File: src/rtl/calc_seq.sv
// Sequential calculator: single-cycle logic/arith ops, W-step shift-add multiply and restoring divide.
// Define CALC_DIV_EN to build the divider; otherwise f=100 completes at once with Err=1.
module calc_seq #(
  parameter int W = 4
) (
  input  logic         clk,
  input  logic         rst,
  input  logic         Go,
  input  logic [W-1:0] x,
  input  logic [W-1:0] y,
  input  logic [2:0]   f,
  output logic         Done,
  output logic         Busy,
  output logic [W-1:0] Out_H,
  output logic [W-1:0] Out_L,
  output logic         Err
);

  localparam int CW = $clog2(W) + 1;
  localparam logic [CW-1:0] LAST = CW'(W - 1);

`ifdef CALC_DIV_EN
  typedef enum logic [1:0] {IDLE, MUL, DIV, DONE} state_t;
`else
  typedef enum logic [1:0] {IDLE, MUL, DONE} state_t;
`endif

  state_t        state;
  logic [CW-1:0] cnt;
  logic [W-1:0]  a_reg;   // multiplicand, or divisor
  logic [W-1:0]  acc_hi;  // partial product high half, or running remainder
  logic [W-1:0]  acc_lo;  // multiplier being shifted out, or dividend/quotient

  logic [W:0]    add_s, sub_s;
  logic [W-1:0]  sc_h, sc_l;
  logic          sc_err, go_mul;
  logic [W:0]    mul_sum;
  logic [W-1:0]  mul_hi, mul_lo;

  assign add_s  = {1'b0, x} + {1'b0, y};
  assign sub_s  = {1'b0, x} - {1'b0, y};
  assign go_mul = (f == 3'b101);

  always_comb begin
    sc_h   = '0;
    sc_l   = '0;
    sc_err = 1'b0;
    case (f)
      3'b000: begin sc_l = add_s[W-1:0]; sc_h = W'(add_s[W]); end
      3'b001: begin sc_l = sub_s[W-1:0]; sc_h = W'(sub_s[W]); end
      3'b010: sc_l = x & y;
      3'b011: sc_l = x ^ y;
      3'b100: sc_err = 1'b1;  // only reached when no iterative divide is started
      3'b101: sc_l = '0;
      3'b110: sc_l = x;
      3'b111: sc_l = y;
      default: sc_l = '0;
    endcase
  end

  // One shift-add step: conditionally add, then shift {hi,lo} right by one.
  assign mul_sum = {1'b0, acc_hi} + (acc_lo[0] ? {1'b0, a_reg} : '0);
  assign mul_hi  = mul_sum[W:1];
  assign mul_lo  = {mul_sum[0], acc_lo[W-1:1]};

`ifdef CALC_DIV_EN
  logic [W:0]   div_tr, div_diff;
  logic         div_ge, go_div;
  logic [W-1:0] div_hi, div_lo;

  assign go_div   = (f == 3'b100) && (y != '0);
  assign div_tr   = {acc_hi, acc_lo[W-1]};
  assign div_diff = div_tr - {1'b0, a_reg};
  assign div_ge   = (div_tr >= {1'b0, a_reg});
  assign div_hi   = div_ge ? div_diff[W-1:0] : div_tr[W-1:0];
  assign div_lo   = {acc_lo[W-2:0], div_ge};
`endif

  always_ff @(posedge clk or negedge rst) begin
    if (!rst) begin
      state  <= IDLE;
      cnt    <= '0;
      a_reg  <= '0;
      acc_hi <= '0;
      acc_lo <= '0;
      Done   <= 1'b0;
      Busy   <= 1'b0;
      Out_H  <= '0;
      Out_L  <= '0;
      Err    <= 1'b0;
    end else begin
      Done <= 1'b0;
      case (state)
        IDLE: begin
          if (Go) begin
            cnt  <= '0;
            Busy <= 1'b1;
            if (go_mul) begin
              state  <= MUL;
              a_reg  <= x;
              acc_hi <= '0;
              acc_lo <= y;
`ifdef CALC_DIV_EN
            end else if (go_div) begin
              state  <= DIV;
              a_reg  <= y;
              acc_hi <= '0;
              acc_lo <= x;
`endif
            end else begin
              state <= DONE;
              Done  <= 1'b1;
              Out_H <= sc_h;
              Out_L <= sc_l;
              Err   <= sc_err;
            end
          end
        end
        MUL: begin
          acc_hi <= mul_hi;
          acc_lo <= mul_lo;
          cnt    <= cnt + CW'(1);
          if (cnt == LAST) begin
            state <= DONE;
            Done  <= 1'b1;
            Out_H <= mul_hi;
            Out_L <= mul_lo;
            Err   <= 1'b0;
          end
        end
`ifdef CALC_DIV_EN
        DIV: begin
          acc_hi <= div_hi;
          acc_lo <= div_lo;
          cnt    <= cnt + CW'(1);
          if (cnt == LAST) begin
            state <= DONE;
            Done  <= 1'b1;
            Out_H <= div_hi;
            Out_L <= div_lo;
            Err   <= 1'b0;
          end
        end
`endif
        DONE: begin
          state <= IDLE;
          Busy  <= 1'b0;
        end
        default: begin
          state <= IDLE;
          Busy  <= 1'b0;
        end
      endcase
    end
  end

endmodule

File: config.mk
export PLATFORM = sky130hd
export DESIGN_NAME = calc_seq
export DESIGN_NICKNAME = d
export VERILOG_FILES = /design/src/rtl/calc_seq.sv
export SDC_FILE = /design/constraint.sdc
export NUM_CORES = 1
export LEC_CHECK = 0
export BUFFER_PORTS_ARGS = -buffer_cell sky130_fd_sc_hd__buf_2
export CAP_MARGIN = 20
export CELL_PAD_IN_SITES_DETAIL_PLACEMENT = 0
export CELL_PAD_IN_SITES_GLOBAL_PLACEMENT = 1
export CORE_MARGIN = 2
export CORE_UTILIZATION = 48
export DETAILED_ROUTE_END_ITERATION = 6
export PLACE_DENSITY_LB_ADDON = 0.1
export SYNTH_ARGS = -nofsm -noshare
export SYNTH_HDL_FRONTEND = slang
export SYNTH_SLANG_ARGS = --single-unit
File: constraint.sdc
create_clock -name clk -period 5.5 [get_ports clk]
set_clock_uncertainty 0.05 [all_clocks]
set_input_delay 1.1 -clock clk [delete_from_list [all_inputs] [get_ports clk]]
set_output_delay 1.1 -clock clk [all_outputs]
set_load 0.1 [all_outputs]
==> results.txt, run 1 <==
----------------------------------------------------
[Yosys]
  Top FF cell, synth ... dfrtp_1
  Gate count after technology mapping ... 181
  Post-Synth Adder-Cell Area ... 0.130
  Cell taking the most area after synthesis ... dfrtp_1
  #FFs+latches synth ... 28
  Number of synthesized flops with an enable pin ... 0
  Simple-Gate Fraction of Synth Area ... 0.138
  Post-synthesis instance area ... roughly 0.0018 mm^2
  Share of the synthesized area in the top cell type ... 0.386
  Post-synthesis net count ... 212
  Most instantiated library cell after synthesis ... dfrtp_1
  Share of flip-flops with an asynchronous set or reset ... 1.00
  XOR/XNOR share of the synthesized area ... 0.00966
  Total number of yosys warnings ... 0
  Combinational family with the most area after synthesis ... compound AO/OA/AOI/OAI gates
  Top cells by area in the synthesized netlist ... dfrtp_1, ha_1, mux2_4
  Mean instance size in the synthesized netlist ... 10.0 um^2
  Share of synthesized area spent on multiplexers ... 0.0959
  Post-synthesis sequential area ratio ... 0.386
  Complex-gate fraction of the synthesized area ... 0.181
  Number of different library cells in the post-synthesis netlist ... 46
  Most instantiated cells after synthesis ... dfrtp_1, nor2_1, a21oi_1, ha_1, inv_1

[Power]
  Switching power total ... 0.000375 W
  Int Power ... 0.000484 W
  Share of total power in combinational logic ... 0.456
  Sequential cell fraction of total power ... 0.357
  Leakage power ... around 1 nW
  VDD IR-drop max ... ~0.22 mV
  Switching share of total power ... 0.437
  Power Density ... 428 mW/mm^2
  Part of the total power dissipated in the clock network ... 0.187

[CTS]
  Number of clock sinks ... 28
  Post-CTS Resized ... 0
  Root buffer cell ... clkbuf_8
  Number of hold-repair buffers added at the cts stage ... 0
  Reg clk slew, reported paths ... 90 ps
  Number of buffers inserted to repair setup after CTS ... 0
  Number of H-tree levels ... 1
  TritonCTS clock tree ... built
  Clock Tree Buf Depth ... 2
  Source-to-sink clock delay at the later pin of the worst-skew pair ... 270 ps
  Number of clock buffers inserted by TritonCTS ... 3

[Setup path]
  Critical path launch point ... x[0]
  R2R Path End ... Out_H[3]$_DFFE_PN0P_
  Worst R2R Start ... acc_lo[0]$_DFFE_PN0P_
  Length in cells of the worst reg-to-reg path ... 7
  Worst Setup Path Type ... input port to flop
  Maximum net fanout on the critical path ... 3
  Setup crit end kind ... flop
  Launching element type of the critical path ... input port
  Critical path data required time ... 5650 ps
  Worst reg-to-reg setup slack ... roughly 3500 ps
  Crit path arrival time ... approximately 2800 ps

[STA]
  Setup repair after global routing missed its margin ... no
  Slew @ Worst Pin ... 785 ps
  Share of the cycle needed by the critical path after routing ... 0.474
  Setup Total Neg Slack ... 0 ps
  Max Clock Freq ... 384 MHz
  Clock period minus final worst setup slack ... 2610 ps
  Final setup fails ... 0
  Fin. max-slew vios ... 0
  Worst rel slew slack ... 0.476
  Slack of the critical path ... between 2000 and 3000 ps
  Final hold viol count ... 0

[Layout]
  Footprint of the multi-input gates ... 0.00101 mm^2
  Final net count ... around 230
  Area occupied by registers ... roughly 700 um^2
  Diodes inserted ... 0
  Filler cells ... 337
  Area growth syn-to-layout ... 10.4%
  Layout cell share with drive strength beyond 1 ... 0.205

[Drt]
  Mean routed wirelength per cell ... between 15 and 20 um
  Post-route antenna net violation count ... 0
  Post-route DRC violation count ... 0
  Detailed-route via count ... approximately 1400
  Drt via density ... 5.58
  Number of detailed-route iterations in the first pass ... 4
  Sum of routed wire length over all layers ... around 3800 um
  DRT iter0 DRCs ... 69

[Floorplanning]
  Core box area ... 0.00366 mm^2
  Effective utilization at floorplan ... 0.496
  Die area ... roughly 0.0043 mm^2
  Width of the die ... 65.5 um
  Die height ... 65.5 um
  I/O pin count ... 25
  Number of core rows ... 22

[Worst hold path]
  Min-delay src ... cnt[2]$_DFFE_PN0P_
  Worst hold path endpoint ... cnt[2]$_DFFE_PN0P_
  Cell depth of the worst min-delay path ... 2
  HP Class ... flop to flop

[Flow run]
  Max-cap violations ... 0

[Global routing]
  First-pass GRT wire length ... 6620 um
  Global Route Usage Sum ... 0.201
  Initial antenna violation count ... 0
  Via count of the first global-routing pass ... about 1400
  Maximum number of pins on one net before global-route repair ... 29
  Overflow left after global routing ... 0

[Placement]
  Minimum setup slack after placement ... 2660 ps
  Number of port buffers ... 24
  Half-perimeter wire length of the detailed placement result ... 2950 um
  Routability congestion estimate ... 0.907

[Status]
  Status ... completed

----------------------------------------------------
-- power groups by stage --
| stage | combinational [W] | clock, W | sequential [W] |
|---|---|---|---|
| final | 0.000392 | 0.000161 | 0.000306 |
| after global routing | 0.000424 | 0.000173 | 0.000316 |
| after CTS | 0.000395 | 0.000166 | 0.000306 |
| after detailed placement | 0.000394 | 0 | 0.000310 |
| after global placement | 0.000386 | 0 | 0.000310 |
| after floorplan | 0.000171 | 0 | 0.000456 |
-- kinds of logic after synthesis --
group | count (synthesis)
compound gates | 49
xor+xnor | 2
fa+ha+maj | 17
buf+inv | 21
flops | 28
mux | 13
simple gates | 51
-- cell type report --
type                    count  share of cell area
repair buffers             24              0.0600
multi-input cells         132               0.502
inverters                  12              0.0225
well taps                  48              0.0300
clock inverters             1              0.0150
flip-flops and latches     28               0.350
clock buffers               3              0.0206
-- per-stage QoR --
| step | hold slack [ps] | area, um^2 | utilization | cells | power (W) |
|---|---|---|---|---|---|
| floorplan | 392 | 1810 | - | 181 | 0.000626 |
| global placement | 414 | 1930 | 0.528 | 244 | 0.000696 |
| detailed placement | 430 | 1930 | 0.528 | 244 | 0.000704 |
| CTS | 454 | 2000 | 0.547 | 248 | 0.000867 |
| global route | 484 | 2000 | 0.547 | 248 | 0.000912 |
| finish | 446 | 2000 | 0.547 | 248 | 0.000858 |
-- cell usage in the layout (no fill, tap or decap), types with 5 or more instances in the layout --
cell      n
dfrtp_1  28
buf_2    24
nor2_1   16
a21oi_1  14
ha_1     14
inv_1    12
nand2_1  10
nand3_1   7
o21ai_0   6
mux2_4    5
nor2b_1   5
mux2_2    5
-- how the worst max path moves through the flow --
stage                                end  slack [ps]  cells past startpoint
floorplan           Out_H[0]$_DFFE_PN0P_        2990                      7
global placement    Out_H[0]$_DFFE_PN0P_        2700                      8
detailed placement  Out_H[0]$_DFFE_PN0P_        2660                      8
CTS                 Out_H[0]$_DFFE_PN0P_        2930                      8
global route        Out_H[0]$_DFFE_PN0P_        2800                      8
finish              Out_H[0]$_DFFE_PN0P_        2890                      8
-- worst max-delay path: stages --
cell       delay (ps)
buf_2             110
inv_1              70
ha_1              170
inv_1              60
fa_1              410
a2111oi_0         440
o311ai_0          170
a31oi_1           220
-- metal layers --
metal  GRT usage  vias to the layer above  wire length [um]
met5           0                        -                 0
met4      0.0573                        0                36
met3      0.0291                        5               166
met2       0.305                       41              1700
met1       0.298                      655              1930
li1            -                      684                 -
(Power assumes the default switching activity.)
==> inputs of run 2 (changes only) <==
--- a/config.mk
+++ b/config.mk
@@ -5,12 +5,13 @@
 export SDC_FILE = /design/constraint.sdc
 export NUM_CORES = 1
 export LEC_CHECK = 0
+export ABC_AREA = 1
 export BUFFER_PORTS_ARGS = -buffer_cell sky130_fd_sc_hd__buf_2
 export CAP_MARGIN = 20
 export CELL_PAD_IN_SITES_DETAIL_PLACEMENT = 0
 export CELL_PAD_IN_SITES_GLOBAL_PLACEMENT = 1
 export CORE_MARGIN = 2
-export CORE_UTILIZATION = 48
+export CORE_UTILIZATION = 42
 export DETAILED_ROUTE_END_ITERATION = 6
 export PLACE_DENSITY_LB_ADDON = 0.1
 export SYNTH_ARGS = -nofsm -noshare
==> constraint.sdc (replaced) <==
create_clock -name clk -period 2.65 [get_ports clk]
set_clock_uncertainty 0.05 [all_clocks]
set_input_delay 0.53 -clock clk [delete_from_list [all_inputs] [get_ports clk]]
set_output_delay 0.53 -clock clk [all_outputs]
set_load 0.1 [all_outputs]
==> results.txt, run 2 <==
----------------------------------------------------
[Status]
  Status ... completed (unchanged)

[CTS]
  Source-to-sink clock delay at the later pin of the worst-skew pair ... 270 ps (about the same)
  TritonCTS clock tree ... built (unchanged)
  Number of clock buffers inserted by TritonCTS ... 3 (unchanged)
  Number of buffers inserted to repair setup after CTS ... 0 (unchanged)
  Clock Tree Buf Depth ... 2 (unchanged)
  Number of H-tree levels ... 1 (unchanged)
  Number of hold-repair buffers added at the cts stage ... 0 (unchanged)
  Post-CTS Resized ... 0 (unchanged)
  Reg clk slew, reported paths ... 100 ps (was 90 ps)
  Root buffer cell ... clkbuf_8 (unchanged)
  Number of clock sinks ... 28 (unchanged)

[Setup path]
  Worst reg-to-reg setup slack ... 820 ps (was 3470 ps)
  R2R Path End ... Out_H[3]$_DFFE_PN0P_ (unchanged)
  Setup crit end kind ... flop (unchanged)
  Length in cells of the worst reg-to-reg path ... 8 (was 7)
  Launching element type of the critical path ... flop (was input port)
  Crit path arrival time ... 1920 ps (was 2750 ps)
  Critical path data required time ... 2750 ps (was 5650 ps)
  Worst Setup Path Type ... flop to flop (was input port to flop)
  Maximum net fanout on the critical path ... 5 (was 3)
  Worst R2R Start ... acc_lo[0]$_DFFE_PN0P_ (unchanged)

[Placement]
  Number of port buffers ... 24 (unchanged)
  Half-perimeter wire length of the detailed placement result ... 3220 um (was 2950 um)
  Placed Instances ... 303 (was 244)
  Routability congestion estimate ... 0.892 (was 0.907)

[Global routing]
  First-pass GRT wire length ... 6960 um (was 6620 um)
  Global Route Usage Sum ... 0.177 (was 0.201)
  Via count of the first global-routing pass ... 1499 (was 1356)
  Maximum number of pins on one net before global-route repair ... 29 (unchanged)
  Initial antenna violation count ... 0 (unchanged)
  Overflow left after global routing ... 0 (unchanged)

[Yosys]
  Most instantiated library cell after synthesis ... nand2_1 (was dfrtp_1)
  Cell taking the most area after synthesis ... dfrtp_1 (unchanged)
  Number of synthesized flops with an enable pin ... 0 (unchanged)
  Top cells by area in the synthesized netlist ... dfrtp_1, nand2_1, ha_1 (was dfrtp_1, ha_1, mux2_4)
  Number of different library cells in the post-synthesis netlist ... 24 (was 46)
  Mean instance size in the synthesized netlist ... 7.73 um^2 (was 10.0 um^2)
  Post-synthesis instance area ... 0.00179 mm^2 (was 0.00181 mm^2)
  Share of the synthesized area in the top cell type ... 0.391 (was 0.386)
  Gate count after technology mapping ... 232 (was 181)
  Total number of yosys warnings ... 0 (unchanged)
  Post-synthesis sequential area ratio ... 0.391 (was 0.386)
  Most instantiated cells after synthesis ... nand2_1, inv_1, dfrtp_1 (was dfrtp_1, nor2_1, a21oi_1, ha_1, inv_1)
  #FFs+latches synth ... 28 (unchanged)
  Post-synthesis net count ... 263 (was 212)
  Share of flip-flops with an asynchronous set or reset ... 1.00 (unchanged)
  Top FF cell, synth ... dfrtp_1 (unchanged)

[STA]
  Setup Total Neg Slack ... 0 ps (unchanged)
  Fin. max-slew vios ... 0 (unchanged)
  Slew @ Worst Pin ... 618 ps (was 785 ps)
  Clock period minus final worst setup slack ... 1830 ps
  Final setup fails ... 0 (unchanged)
  Final hold viol count ... 0 (unchanged)
  Share of the cycle needed by the critical path after routing ... 0.689
  Worst rel slew slack ... 0.588 (was 0.476)
  Worst hold slack after final layout ... 206 ps (was 446 ps)
  Max Clock Freq ... 548 MHz
  Setup repair after global routing missed its margin ... no (unchanged)

[Layout]
  Filler cells ... 422 (was 337)
  Layout cell share with drive strength beyond 1 ... 0.148 (was 0.205)
  Most common cell after layout, fill and taps aside ... nand2_1 (was dfrtp_1)
  Area growth syn-to-layout ... 11.2% (was 10.4%)
  Most frequent cells in the layout ... nand2_1, inv_1, dfrtp_1 (was dfrtp_1, buf_2, nor2_1)
  Final std cells w/o fill ... 307 (was 248)
  Diodes inserted ... 0 (unchanged)
  Final net count ... 289 (was 232)

[Drt]
  Drt via density ... 4.89 (was 5.58)
  Sum of routed wire length over all layers ... 4010 um (was 3830 um)
  DRT iter0 DRCs ... 55 (was 69)
  Detailed-route via count ... 1501 (was 1385)
  Post-route antenna net violation count ... 0 (unchanged)
  Mean routed wirelength per cell ... 13.1 um (was 15.5 um)
  Number of detailed-route iterations in the first pass ... 4 (unchanged)
  Post-route DRC violation count ... 0 (unchanged)

[Floorplanning]
  Number of core rows ... 23 (was 22)
  Die area ... 0.00481 mm^2 (was 0.00429 mm^2)
  Width of the die ... 69.4 um (was 65.5 um)
  I/O pin count ... 25 (unchanged)
  Die height ... 69.4 um (was 65.5 um)
  Core box area ... 0.00406 mm^2 (was 0.00366 mm^2)
  Effective utilization at floorplan ... 0.442 (was 0.496)

[Flow run]
  Max-cap violations ... 0 (unchanged)

[Power]
  Leakage power ... 1.12 nW (was 0.995 nW)
  VDD IR-drop max ... 0.337 mV (was 0.225 mV)
  Share of total power in combinational logic ... 0.480 (was 0.456)
  Int Power ... 0.000886 W (was 0.000484 W)
  Power Density ... 883 mW/mm^2 (was 428 mW/mm^2)
  Sequential cell fraction of total power ... 0.369 (was 0.357)
  Switching power total ... 0.000875 W (was 0.000375 W)
  Switching share of total power ... 0.497 (was 0.437)
  Part of the total power dissipated in the clock network ... 0.151 (was 0.187)

[Worst hold path]
  HP Class ... input port to asynchronous set/reset pin (was flop to flop)

----------------------------------------------------
-- run 2: cell families (layout without fill, tap and decap cells) --
family          count (synthesis)  count (layout)  share of synthesized area
compound gates                 42              42                      0.126
buf+inv                        39              64                     0.0969
flops                          28              28                      0.391
fa+ha+maj                      17              17                      0.131
simple gates                  106             106                      0.256
-- run 2: per-stage QoR --
step | area, um^2 | total power (W) | util | worst slack (ps)
after floorplan | 1790 | 0.00134 | - | 872
after global placement | 1940 | 0.00150 | 0.478 | 646
after detailed placement | 1940 | 0.00151 | 0.478 | 611
after CTS | 2000 | 0.00178 | 0.492 | 822
after global routing | 2000 | 0.00188 | 0.492 | 717
final | 2000 | 0.00176 | 0.492 | 825
-- run 2: final cells by class --
type,instances,area (um^2),share of cell area
Inverter,36,138,0.0690
Timing Repair Buffer,24,120,0.0602
Sequential cell,28,701,0.351
Multi-Input combinational cell,165,920,0.461
Clock buffer,4,55.1,0.0276
Tap cell,50,62.6,0.0313
-- run 2: routing by layer --
| metal | wire, um | up-vias | global-route usage |
|---|---|---|---|
| li1 | - | 796 | - |
| met2 | 1800 | 26 | 0.299 |
| met1 | 2070 | 677 | 0.239 |
| met4 | 21 | 0 | 0.0458 |
| met5 | 0 | - | 0 |
| met3 | 114 | 2 | 0.0233 |
-- run 2: power groups by stage --
| stage | clock (W) | combinational (W) | sequential [W] |
|---|---|---|---|
| 2_1_floorplan | 0 | 0.000318 | 0.00102 |
| 3_3_place_gp | 0 | 0.000845 | 0.000659 |
| 3_5_place_dp | 0 | 0.000851 | 0.000660 |
| 4_1_cts | 0.000274 | 0.000852 | 0.000651 |
| 5_1_grt | 0.000291 | 0.000922 | 0.000669 |
| 6_report | 0.000266 | 0.000846 | 0.000650 |
-- run 2: worst max path at each step --
stage / start / end / slack, ps
6_report: acc_lo[0]$_DFFE_PN0P_ / Out_H[3]$_DFFE_PN0P_ / 820
5_1_grt: acc_lo[0]$_DFFE_PN0P_ / Out_H[3]$_DFFE_PN0P_ / 720
4_1_cts: acc_lo[0]$_DFFE_PN0P_ / Out_H[3]$_DFFE_PN0P_ / 820
3_5_place_dp: x[0] / Out_H[0]$_DFFE_PN0P_ / 610
3_3_place_gp: x[0] / Out_H[0]$_DFFE_PN0P_ / 650
2_1_floorplan: x[0] / Out_L[2]$_DFFE_PN0P_ / 870
-- run 2: worst max-delay path, cell delays in order, from the launching register on --
cell	delay (ps)
dfrtp_1	430
nand2_1	70
inv_1	40
ha_1	200
fa_1	410
nand2_1	70
a21boi_0	70
o21ai_0	220
o21ai_0	130
